--- config.mk ---
export PLATFORM = sky130hd
export DESIGN_NAME = lsu_mem_if
export DESIGN_NICKNAME = d
export VERILOG_FILES = /design/src/rtl/lsu_mem_if.sv
export SDC_FILE = /design/constraint.sdc
export NUM_CORES = 1
export LEC_CHECK = 0
export CAP_MARGIN = 20
export CORE_ASPECT_RATIO = 1.4
export CORE_MARGIN = 3
export CORE_UTILIZATION = 46
export CTS_CLUSTER_SIZE = 28
export DETAILED_ROUTE_END_ITERATION = 10
export PLACE_DENSITY = 0.82
export SYNTH_ARGS = -nofsm -noshare
export SYNTH_HDL_FRONTEND = slang
export SYNTH_SLANG_ARGS = --single-unit
export TNS_END_PERCENT = 100
--- constraint.sdc ---
create_clock -name clk -period 2.76 [get_ports clk]
set_clock_uncertainty 0.05 [all_clocks]
set_input_delay 0.828 -clock clk [delete_from_list [all_inputs] [get_ports clk]]
set_output_delay 0.828 -clock clk [all_outputs]
set_load 0.01 [all_outputs]
--- src/rtl/lsu_mem_if.sv ---
// ---------------------------------------------------------------------------
// lsu_mem_if
//
// Load/store unit bus front end. It accepts one load or store at a time from
// the datapath, using the controller's mem_write / load_type encodings. It
// then runs a single word-wide bus transaction with a req/ack handshake, so
// data memory may insert wait states. It returns either extended load data or
// an error code as a one-cycle response pulse.
//
// Optional feature macro:
//   LSU_TIMEOUT_EN - when defined, a BUS-state watchdog abandons a transaction
//                    after TIMEOUT_CYCLES cycles without bus_ack and responds
//                    with resp_code=11. When undefined, BUS waits forever.
//
// Parameters:
//   ADDR_W          byte-address width
//   TIMEOUT_CYCLES  ack wait limit (only meaningful with LSU_TIMEOUT_EN)
//
// Ports:
//   clk, rstn                  clock (rising edge), async active-low reset
//   req_valid / req_ready      request handshake (ready only in IDLE)
//   mem_write                  001 sw, 010 sh, 100 sb, 000 no store
//   load_type                  0001 lw, 1000 lb, 1001 lh, 1010 lbu, 1100 lhu
//   addr, wdata                byte address and store data (rs2)
//   resp_valid                 one-cycle response pulse
//   resp_err, resp_code        00 ok, 01 misaligned, 10 illegal, 11 timeout
//   rdata                      extended load data (0 for stores/errors)
//   bus_req/we/be/addr/wdata   word-bus request, held stable until bus_ack
//   bus_ack, bus_rdata         completion strobe and read word (same cycle)
// ---------------------------------------------------------------------------
module lsu_mem_if #(
    parameter int ADDR_W         = 32,
    parameter int TIMEOUT_CYCLES = 16
) (
    input  logic              clk,
    input  logic              rstn,
    input  logic              req_valid,
    output logic              req_ready,
    input  logic [2:0]        mem_write,
    input  logic [3:0]        load_type,
    input  logic [ADDR_W-1:0] addr,
    input  logic [31:0]       wdata,
    output logic              resp_valid,
    output logic              resp_err,
    output logic [1:0]        resp_code,
    output logic [31:0]       rdata,
    output logic              bus_req,
    output logic              bus_we,
    output logic [3:0]        bus_be,
    output logic [ADDR_W-1:0] bus_addr,
    output logic [31:0]       bus_wdata,
    input  logic              bus_ack,
    input  logic [31:0]       bus_rdata
);

    localparam logic [1:0] S_IDLE = 2'd0;
    localparam logic [1:0] S_BUS  = 2'd1;
    localparam logic [1:0] S_RESP = 2'd2;

    localparam logic [1:0] RC_OK    = 2'b00;
    localparam logic [1:0] RC_MISAL = 2'b01;
    localparam logic [1:0] RC_ILL   = 2'b10;
`ifdef LSU_TIMEOUT_EN
    localparam logic [1:0] RC_TMO   = 2'b11;
`endif

    // Internal load kind, kept across the BUS state to pick and extend the lane.
    localparam logic [2:0] K_NONE = 3'd0;
    localparam logic [2:0] K_LW   = 3'd1;
    localparam logic [2:0] K_LB   = 3'd2;
    localparam logic [2:0] K_LBU  = 3'd3;
    localparam logic [2:0] K_LH   = 3'd4;
    localparam logic [2:0] K_LHU  = 3'd5;

    logic [1:0] state;
    logic [2:0] kind_q;
    logic [1:0] off_q;

    // ------------------------------------------------------------------
    // Request decode. This is evaluated every cycle and used only on accept.
    // ------------------------------------------------------------------
    logic        d_mw_ok, d_st_w, d_st_h, d_st_b, d_store, d_load;
    logic        d_word, d_half, d_byte, d_illegal, d_misal;
    logic [2:0]  d_kind;
    logic [3:0]  d_be;
    logic [31:0] d_wdata;

    always_comb begin
        // NOTE: every always_comb output gets a default first so no path can
        // leave it unassigned and infer a latch.
        d_mw_ok = 1'b1;
        d_st_w  = 1'b0;
        d_st_h  = 1'b0;
        d_st_b  = 1'b0;
        d_kind  = K_NONE;
        d_be    = 4'b0000;
        d_wdata = wdata;

        case (mem_write)
            3'b000:  ;
            3'b001:  d_st_w = 1'b1;
            3'b010:  d_st_h = 1'b1;
            3'b100:  d_st_b = 1'b1;
            default: d_mw_ok = 1'b0;
        endcase

        case (load_type)
            4'b0001: d_kind = K_LW;
            4'b1000: d_kind = K_LB;
            4'b1001: d_kind = K_LH;
            4'b1010: d_kind = K_LBU;
            4'b1100: d_kind = K_LHU;
            default: d_kind = K_NONE;
        endcase

        d_store = d_st_w | d_st_h | d_st_b;
        d_load  = (d_kind != K_NONE);
        d_word  = d_st_w | (d_kind == K_LW);
        d_half  = d_st_h | (d_kind == K_LH) | (d_kind == K_LHU);
        d_byte  = d_st_b | (d_kind == K_LB) | (d_kind == K_LBU);

        d_illegal = !d_mw_ok || (d_store && d_load);
        d_misal   = (d_word && (addr[1:0] != 2'b00)) || (d_half && addr[0]);

        if (d_word)      d_be = 4'b1111;
        else if (d_half) d_be = addr[1] ? 4'b1100 : 4'b0011;
        else if (d_byte) d_be = 4'b0001 << addr[1:0];

        // Replicate narrow store data on every lane; bus_be selects the lane.
        if (d_st_b)      d_wdata = {4{wdata[7:0]}};
        else if (d_st_h) d_wdata = {2{wdata[15:0]}};
    end

    // Pick the addressed lane of the read word and extend it.
    function automatic logic [31:0] extend_load(input logic [31:0] w,
                                                input logic [1:0]  off,
                                                input logic [2:0]  kind);
        logic [7:0]  b;
        logic [15:0] h;
        case (off)
            2'd0:    b = w[7:0];
            2'd1:    b = w[15:8];
            2'd2:    b = w[23:16];
            default: b = w[31:24];
        endcase
        h = off[1] ? w[31:16] : w[15:0];
        case (kind)
            K_LW:    extend_load = w;
            K_LB:    extend_load = {{24{b[7]}}, b};
            K_LBU:   extend_load = {24'h0, b};
            K_LH:    extend_load = {{16{h[15]}}, h};
            K_LHU:   extend_load = {16'h0, h};
            default: extend_load = 32'h0;
        endcase
    endfunction

`ifdef LSU_TIMEOUT_EN
    localparam int CNT_W = $clog2(TIMEOUT_CYCLES + 1);
    logic [CNT_W-1:0] wait_cnt;
    logic             tmo_hit;
    // The limit is reached when the count would become TIMEOUT_CYCLES.
    assign tmo_hit = (wait_cnt == CNT_W'(TIMEOUT_CYCLES - 1));
`else
    logic unused_timeout_cfg;
    assign unused_timeout_cfg = (TIMEOUT_CYCLES != 0);
`endif

    assign req_ready = (state == S_IDLE);

    // ------------------------------------------------------------------
    // Control FSM and registered outputs.
    // ------------------------------------------------------------------
    // NOTE: sequential state uses non-blocking assignments so every register
    // samples pre-edge values, independent of statement order.
    always_ff @(posedge clk or negedge rstn) begin
        if (!rstn) begin
            state      <= S_IDLE;
            kind_q     <= K_NONE;
            off_q      <= 2'b00;
            resp_valid <= 1'b0;
            resp_err   <= 1'b0;
            resp_code  <= RC_OK;
            rdata      <= 32'h0;
            bus_req    <= 1'b0;
            bus_we     <= 1'b0;
            bus_be     <= 4'b0000;
            bus_addr   <= '0;
            bus_wdata  <= 32'h0;
`ifdef LSU_TIMEOUT_EN
            wait_cnt   <= '0;
`endif
        end else begin
            case (state)
                S_IDLE: begin
                    if (req_valid) begin
                        if (d_illegal) begin
                            state      <= S_RESP;
                            resp_valid <= 1'b1;
                            resp_err   <= 1'b1;
                            resp_code  <= RC_ILL;
                            rdata      <= 32'h0;
                        end else if (d_misal) begin
                            state      <= S_RESP;
                            resp_valid <= 1'b1;
                            resp_err   <= 1'b1;
                            resp_code  <= RC_MISAL;
                            rdata      <= 32'h0;
                        end else if (!d_store && !d_load) begin
                            state      <= S_RESP;
                            resp_valid <= 1'b1;
                            resp_err   <= 1'b0;
                            resp_code  <= RC_OK;
                            rdata      <= 32'h0;
                        end else begin
                            state     <= S_BUS;
                            bus_req   <= 1'b1;
                            bus_we    <= d_store;
                            bus_be    <= d_be;
                            bus_addr  <= {addr[ADDR_W-1:2], 2'b00};
                            bus_wdata <= d_store ? d_wdata : 32'h0;
                            kind_q    <= d_kind;
                            off_q     <= addr[1:0];
`ifdef LSU_TIMEOUT_EN
                            wait_cnt  <= '0;
`endif
                        end
                    end
                end

                S_BUS: begin
                    // An ack in the limit cycle takes priority over the timeout.
                    if (bus_ack) begin
                        state      <= S_RESP;
                        bus_req    <= 1'b0;
                        resp_valid <= 1'b1;
                        resp_err   <= 1'b0;
                        resp_code  <= RC_OK;
                        rdata      <= extend_load(bus_rdata, off_q, kind_q);
                    end
`ifdef LSU_TIMEOUT_EN
                    else if (tmo_hit) begin
                        state      <= S_RESP;
                        bus_req    <= 1'b0;
                        resp_valid <= 1'b1;
                        resp_err   <= 1'b1;
                        resp_code  <= RC_TMO;
                        rdata      <= 32'h0;
                    end else begin
                        wait_cnt <= wait_cnt + 1'b1;
                    end
`endif
                end

                S_RESP: begin
                    state      <= S_IDLE;
                    resp_valid <= 1'b0;
                    resp_err   <= 1'b0;
                    resp_code  <= RC_OK;
                    rdata      <= 32'h0;
                end

                default: state <= S_IDLE;
            endcase
        end
    end

endmodule

## Word level (Yosys, flattened, before mapping)

Index checks and enable logic that the tools add are counted.

- Flip-flop bits (word level): 111
- Bits of input ports: 107
- Output and inout port bits: 107
- Word-level logic and storage cells: 122

- Eq/ne operators: 28
- Bitwise logic cells: 10
- Muxes and demuxes: 50
- Reductions and logical operators: 21
- Shift operators: 1

Operator list:

| kind | number |
|---|---|
| $mux 32 | 8 |
| $pmux 32 s5 | 1 |
| $pmux 32 s3 | 1 |
| $pmux 8 s3 | 1 |
| $mux 2 | 10 |
| $mux 1 | 18 |
| $eq 4x4->1 const B | 4 |
| $mux 16 | 1 |
| $mux 4 | 4 |
| $eq 3x2->1 const B | 5 |
| $eq 3x3->1 const B | 5 |
| $pmux 3 s5 | 1 |
| $ne 2x2->1 const B | 5 |
| $eq 3x1->1 const B | 3 |
| $or 1x1->1 | 7 |
| $pmux 1 s3 | 2 |
| $pmux 2 s3 | 1 |
| $reduce_and 6->1 | 1 |
| $reduce_bool 3->1 | 2 |
| $reduce_and 5->1 | 1 |
| $eq 2x1->1 const B | 2 |
| $eq 2x2->1 const B | 2 |
| $eq 4x1->1 const B | 1 |
| $logic_and 1x1->1 | 4 |
| 13 further kinds | 20 |

## Depth between registers and ports, before layout

- Word-level depth: 11
- Mapped depth: 9
- Gate-level depth less buffers: 6

## Worst setup path after synthesis

Ideal clock, no wire load.

- Kind: input port to flip-flop
- Start: in mem_write[1]
- End: reg bus_addr[20]
- Path buffers: 3
- Setup time: 125 ps
- Stages on the path: 9
- Data required time: 2585 ps
- Arrival: 2505 ps
- Path slack: 80 ps
- Cells stage by stage: buf_4 nor2b_1 buf_4 a2bb2oi_2 a22oi_1 o21bai_4 nor2_8 buf_12 mux2_4

- Word-level cells in the longest chain between the ends: 8
- Elaborated cells between the ends (all ways): 26
- Those cells by class: eq/ne (3); mux (4); bitwise (8); reduce/logical (11)

RTL lines:

| element | line | text |
|---|---|---|
| from (decl) | 39 | `input logic [2:0] mem_write,` |
| $eq 3x1->1 or $eq 3x2->1 (tied branches) | 99 | `case (mem_write)` |
| $mux 1 | 99 |  |
| $or 1x1->1, on equally long branches (2 in series) | 116, 119 |  |
| $logic_not 1->1 (tied with other cells) | 208 | `end else if (!d_store && !d_load) begin` |
| $logic_and 1x1->1 (tied with other cells) | 208 |  |
| $not 1->1 (no line) | -- |  |
| $reduce_and 5->1 (no line) * | -- |  |
| to (signal assigned) | 219 | `bus_addr <= {addr[ADDR_W-1:2], 2'b00};` |
| to (decl) | 50 | `output logic [ADDR_W-1:0] bus_addr,` |

Mark *: on every way between the ends. The rest lies on a longest branch, timed or not.
A chain may end at the register's enable or synchronous reset.

## Final worst setup path

- Start: reg state[0]
- End: out req_ready

- Word-level cells in the longest chain between the ends: 1

RTL lines:

| element | line | text |
|---|---|---|
| from (decl) | 75 | `logic [1:0] state;` |
| from (signal assigned) | 177 | `state <= S_IDLE;` |
| from (signal assigned) | 197 | `state <= S_RESP;` |
| from (signal assigned) | 203 | `state <= S_RESP;` |
| $logic_not 2->1 | 168 | `assign req_ready = (state == S_IDLE);` |
| to (decl) | 38 | `output logic req_ready,` |

No other way between the ends.

==> summary.txt <==
GRT
  – Tot GR Track Use: 0.234
  – Largest net degree at the start of global routing: 54
  – Vias in the first global route: 5,207
  – Antenna violations before repair: 4
  – Global-route wire length before repair: 27,700 µm
  – Total gr overflow: 0

Synth
  – Library cells used by synthesis: 52
  – Most used DFF post-synth: dfrtp_1
  – Register area share after synthesis: 0.448
  – Post-Syn Instances: 485
  – Top-area cell type share of the netlist area: 0.448
  – Synth warn: 0
  – Area leader, netlist: dfrtp_1
  – Post-synth EDFFs: 0
  – Register bit total from synthesis: 111
  – Mux contribution to synthesized area: 0.284
  – Async set-or-reset flop fraction in the synthesized netlist: 1.00
  – Synthesized cell area: 6190 µm²
  – Syn Area/Cell: 12.8 µm²
  – Synth Area in XOR/XNOR: 0.00283
  – Synth Area in Compound Gates: 0.112
  – Top post-synthesis cells by area: dfrtp_1 45%, mux2_4 24%, a21oi_1 3.2%
  – Largest family of logic cells by synthesized area: multiplexers
  – Synth Area in Adders: 0.00808
  – Synth Area in Simple Gates: 0.0895

Pwr
  – P_leak: 3.97 nW
  – PD cells: 832 nW/µm²
  – Worst IR Drop VDD: 0.496 mV

Worst setup path
  – Critical Path End Type: primary output
  – R2R Setup Slk: 520 ps
  – Crit path buffers/inverters: 2
  – CP top delay family: buffers and inverters
  – Max incr delay on CP: 610 ps
  – Crit-path slowest cell: clkdlybuf4s50_1
  – Worst Path Class, Setup: reg -> out
  – Crit path launch type: register
  – CP cell instances: inv_1 > ha_1 > clkdlybuf4s50_1
  – CP Max Fanout: 8
  – WP data required: 1880 ps
  – Worst EP arrival: 1820 ps

Finish
  – Nets: 839
  – Commonest cells after routing, fill and taps aside: 203 x clkdlybuf4s50_1, 111 x dfrtp_1, 98 x mux2_4
  – Layout cells sized above 1: 0.271
  – Commonest non-fill, non-tap cell in the layout: clkdlybuf4s50_1
  – Area delta synth->final: 46.6%
  – Design Area, Final: 9080 µm²
  – Non-Filler Instances: 914

Timing
  – F_max: 371 MHz
  – Min cycle time layout: 2700 ps
  – Fin. max-slew vios: 0
  – RSZ-0062 raised after global routing: false
  – Worst Max-Slew Pin Slew: 805 ps
  – Fin Setup TNS: 0 ps
  – Fin. Hold Viols: 0
  – Final worst-path cycle share: 0.977
  – Relative slew slack: 0.462
  – Final setup viols: 0

Floorplan
  – Die area: 14,900 µm²
  – Row cnt: 49
  – Die Ht: 143 µm
  – Initial Util: 0.477
  – Boundary Pins: 214
  – Core area: 13,000 µm²
  – Die width: 104 µm

Clock network
  – Number of clock sinks: 111
  – TritonCTS clock tree: done
  – Cts bufs inserted: 9
  – Clk pin slew, worst setup/hold paths: 70 ps
  – Number of H-tree levels: 3
  – CTS root buf: clkbuf_16
  – Clock Path Buffers: 2
  – Clock latency on the worst-skew pair: 340 ps

Detailed routing
  – First DRT Iteration DRCs: 237
  – DRC Markers: 0
  – DR vias/cell: 5.29
  – Final WL: 17,500 µm
  – Drt pass-1 iters: 5
  – ANT nets after route: 0
  – Post-DR wirelength/cell: 19.2 µm
  – Total number of vias: 4,835

Place
  – GPL Wtd Cong: 0.881
  – Detailed placer's ending HPWL: 13,200 µm
  – # port buffers: 211
  – Post-placement cell area: 8680 µm²
  – Post-Place Cells: 890

Flow run
  – Max cap viols: 0

Worst hold path
  – Worst Hold Class: in -> async

Run status
  – Status: complete, no violations
==> final cells by class <==
cell class / instances / area [µm²]
Fill cell: 948 / 3920
Multi-Input combinational cell: 335 / 3120
Sequential cell: 111 / 2780
Timing Repair Buffer: 263 / 2650
Clock buffer: 9 / 225
Tap cell: 178 / 223
Clock inverter: 7 / 50.0
Inverter: 8 / 30.0
Antenna cell: 3 / 7.51
==> worst register-to-register path, stage by stage, from the launching register on <==
cell     delay (ps)
dfrtp_1         400
inv_1           100
ha_1            310
nor2b_1         190
nor3_1          290
o21a_4          260
buf_12          170
mux2_2          340
==> final timing paths <==
check / to / depth (start not counted) / start
worst min register to register: resp_code[0] / 1 / resp_code[0]
worst max-delay path: req_ready / 3 / state[0]
worst max register to register: rdata[9] / 7 / state[0]
worst min-delay path: bus_addr[13] / 1 / rstn
max in group asynchronous: state[0] / 2 / rstn
min in group clk: resp_code[0] / 1 / resp_code[0]
==> routing by layer <==
metal	up-vias	GRT usage	part of all wire
li1	2218	-	-
met2	213	0.421	0.52
met3	48	0.0485	0.056
met4	2	0.0980	0.034
met5	-	0	0.00063
met1	2354	0.273	0.39
==> through the flow <==
stage	power (mW)	setup slack (ps)	hold slack, ps	utilization
after floorplan	4.57	80.2	472	-
after global placement	6.16	-421	442	0.668
after detailed placement	6.25	-449	433	0.668
after CTS	7.59	56.0	387	0.698
after global routing	7.92	3.46	416	0.699
final	7.55	62.1	381	0.699
==> flip-flops by register name, indices dropped and copies added, names as in the netlist <==
name,count
bus_addr,30
bus_be,4
bus_req,1
bus_wdata,32
bus_we,1
kind_q,3
off_q,2
rdata,32
resp_code,2
resp_err,1
resp_valid,1
state,2
==> Yosys cell counts, types with 3 or more instances <==
master,number
a21oi_1,40
a222oi_1,6
a22o_1,3
a22oi_1,18
buf_1,5
buf_12,10
buf_4,6
clkbuf_1,10
dfrtp_1,111
ha_1,4
inv_1,8
mux2_2,11
mux2_4,98
mux2i_1,12
nand2_1,41
nand2b_1,5
nand3b_1,3
nor2_1,18
nor2b_1,19
o21a_1,3
o21ai_0,16
or2_2,3
==> where the power goes <==
group | leakage, nW | switching (mW) | internal (mW) | total, mW
Sequential | 1.44 | 0.382 | 2.18 | 2.57
Clock | 0.127 | 0.595 | 0.612 | 1.21
Combinational | 2.41 | 1.48 | 2.30 | 3.78
Total | 3.97 | 2.46 | 5.10 | 7.55
==> cell families after synthesis <==
kind of cell | Yosys count
simple gates | 105
fa+ha+maj | 4
buf+inv | 40
xor+xnor | 2
mux | 123
compound gates | 99
other cells | 1
flops | 111
==> timing repair <==
item | in CTS | in global routing
setup buffers | 2 | 0
resized for setup | 14 | 0
setup endpoints to repair | 106 | 0
hold buffers | 0 | 0
Power figures use the tool's default switching activity.
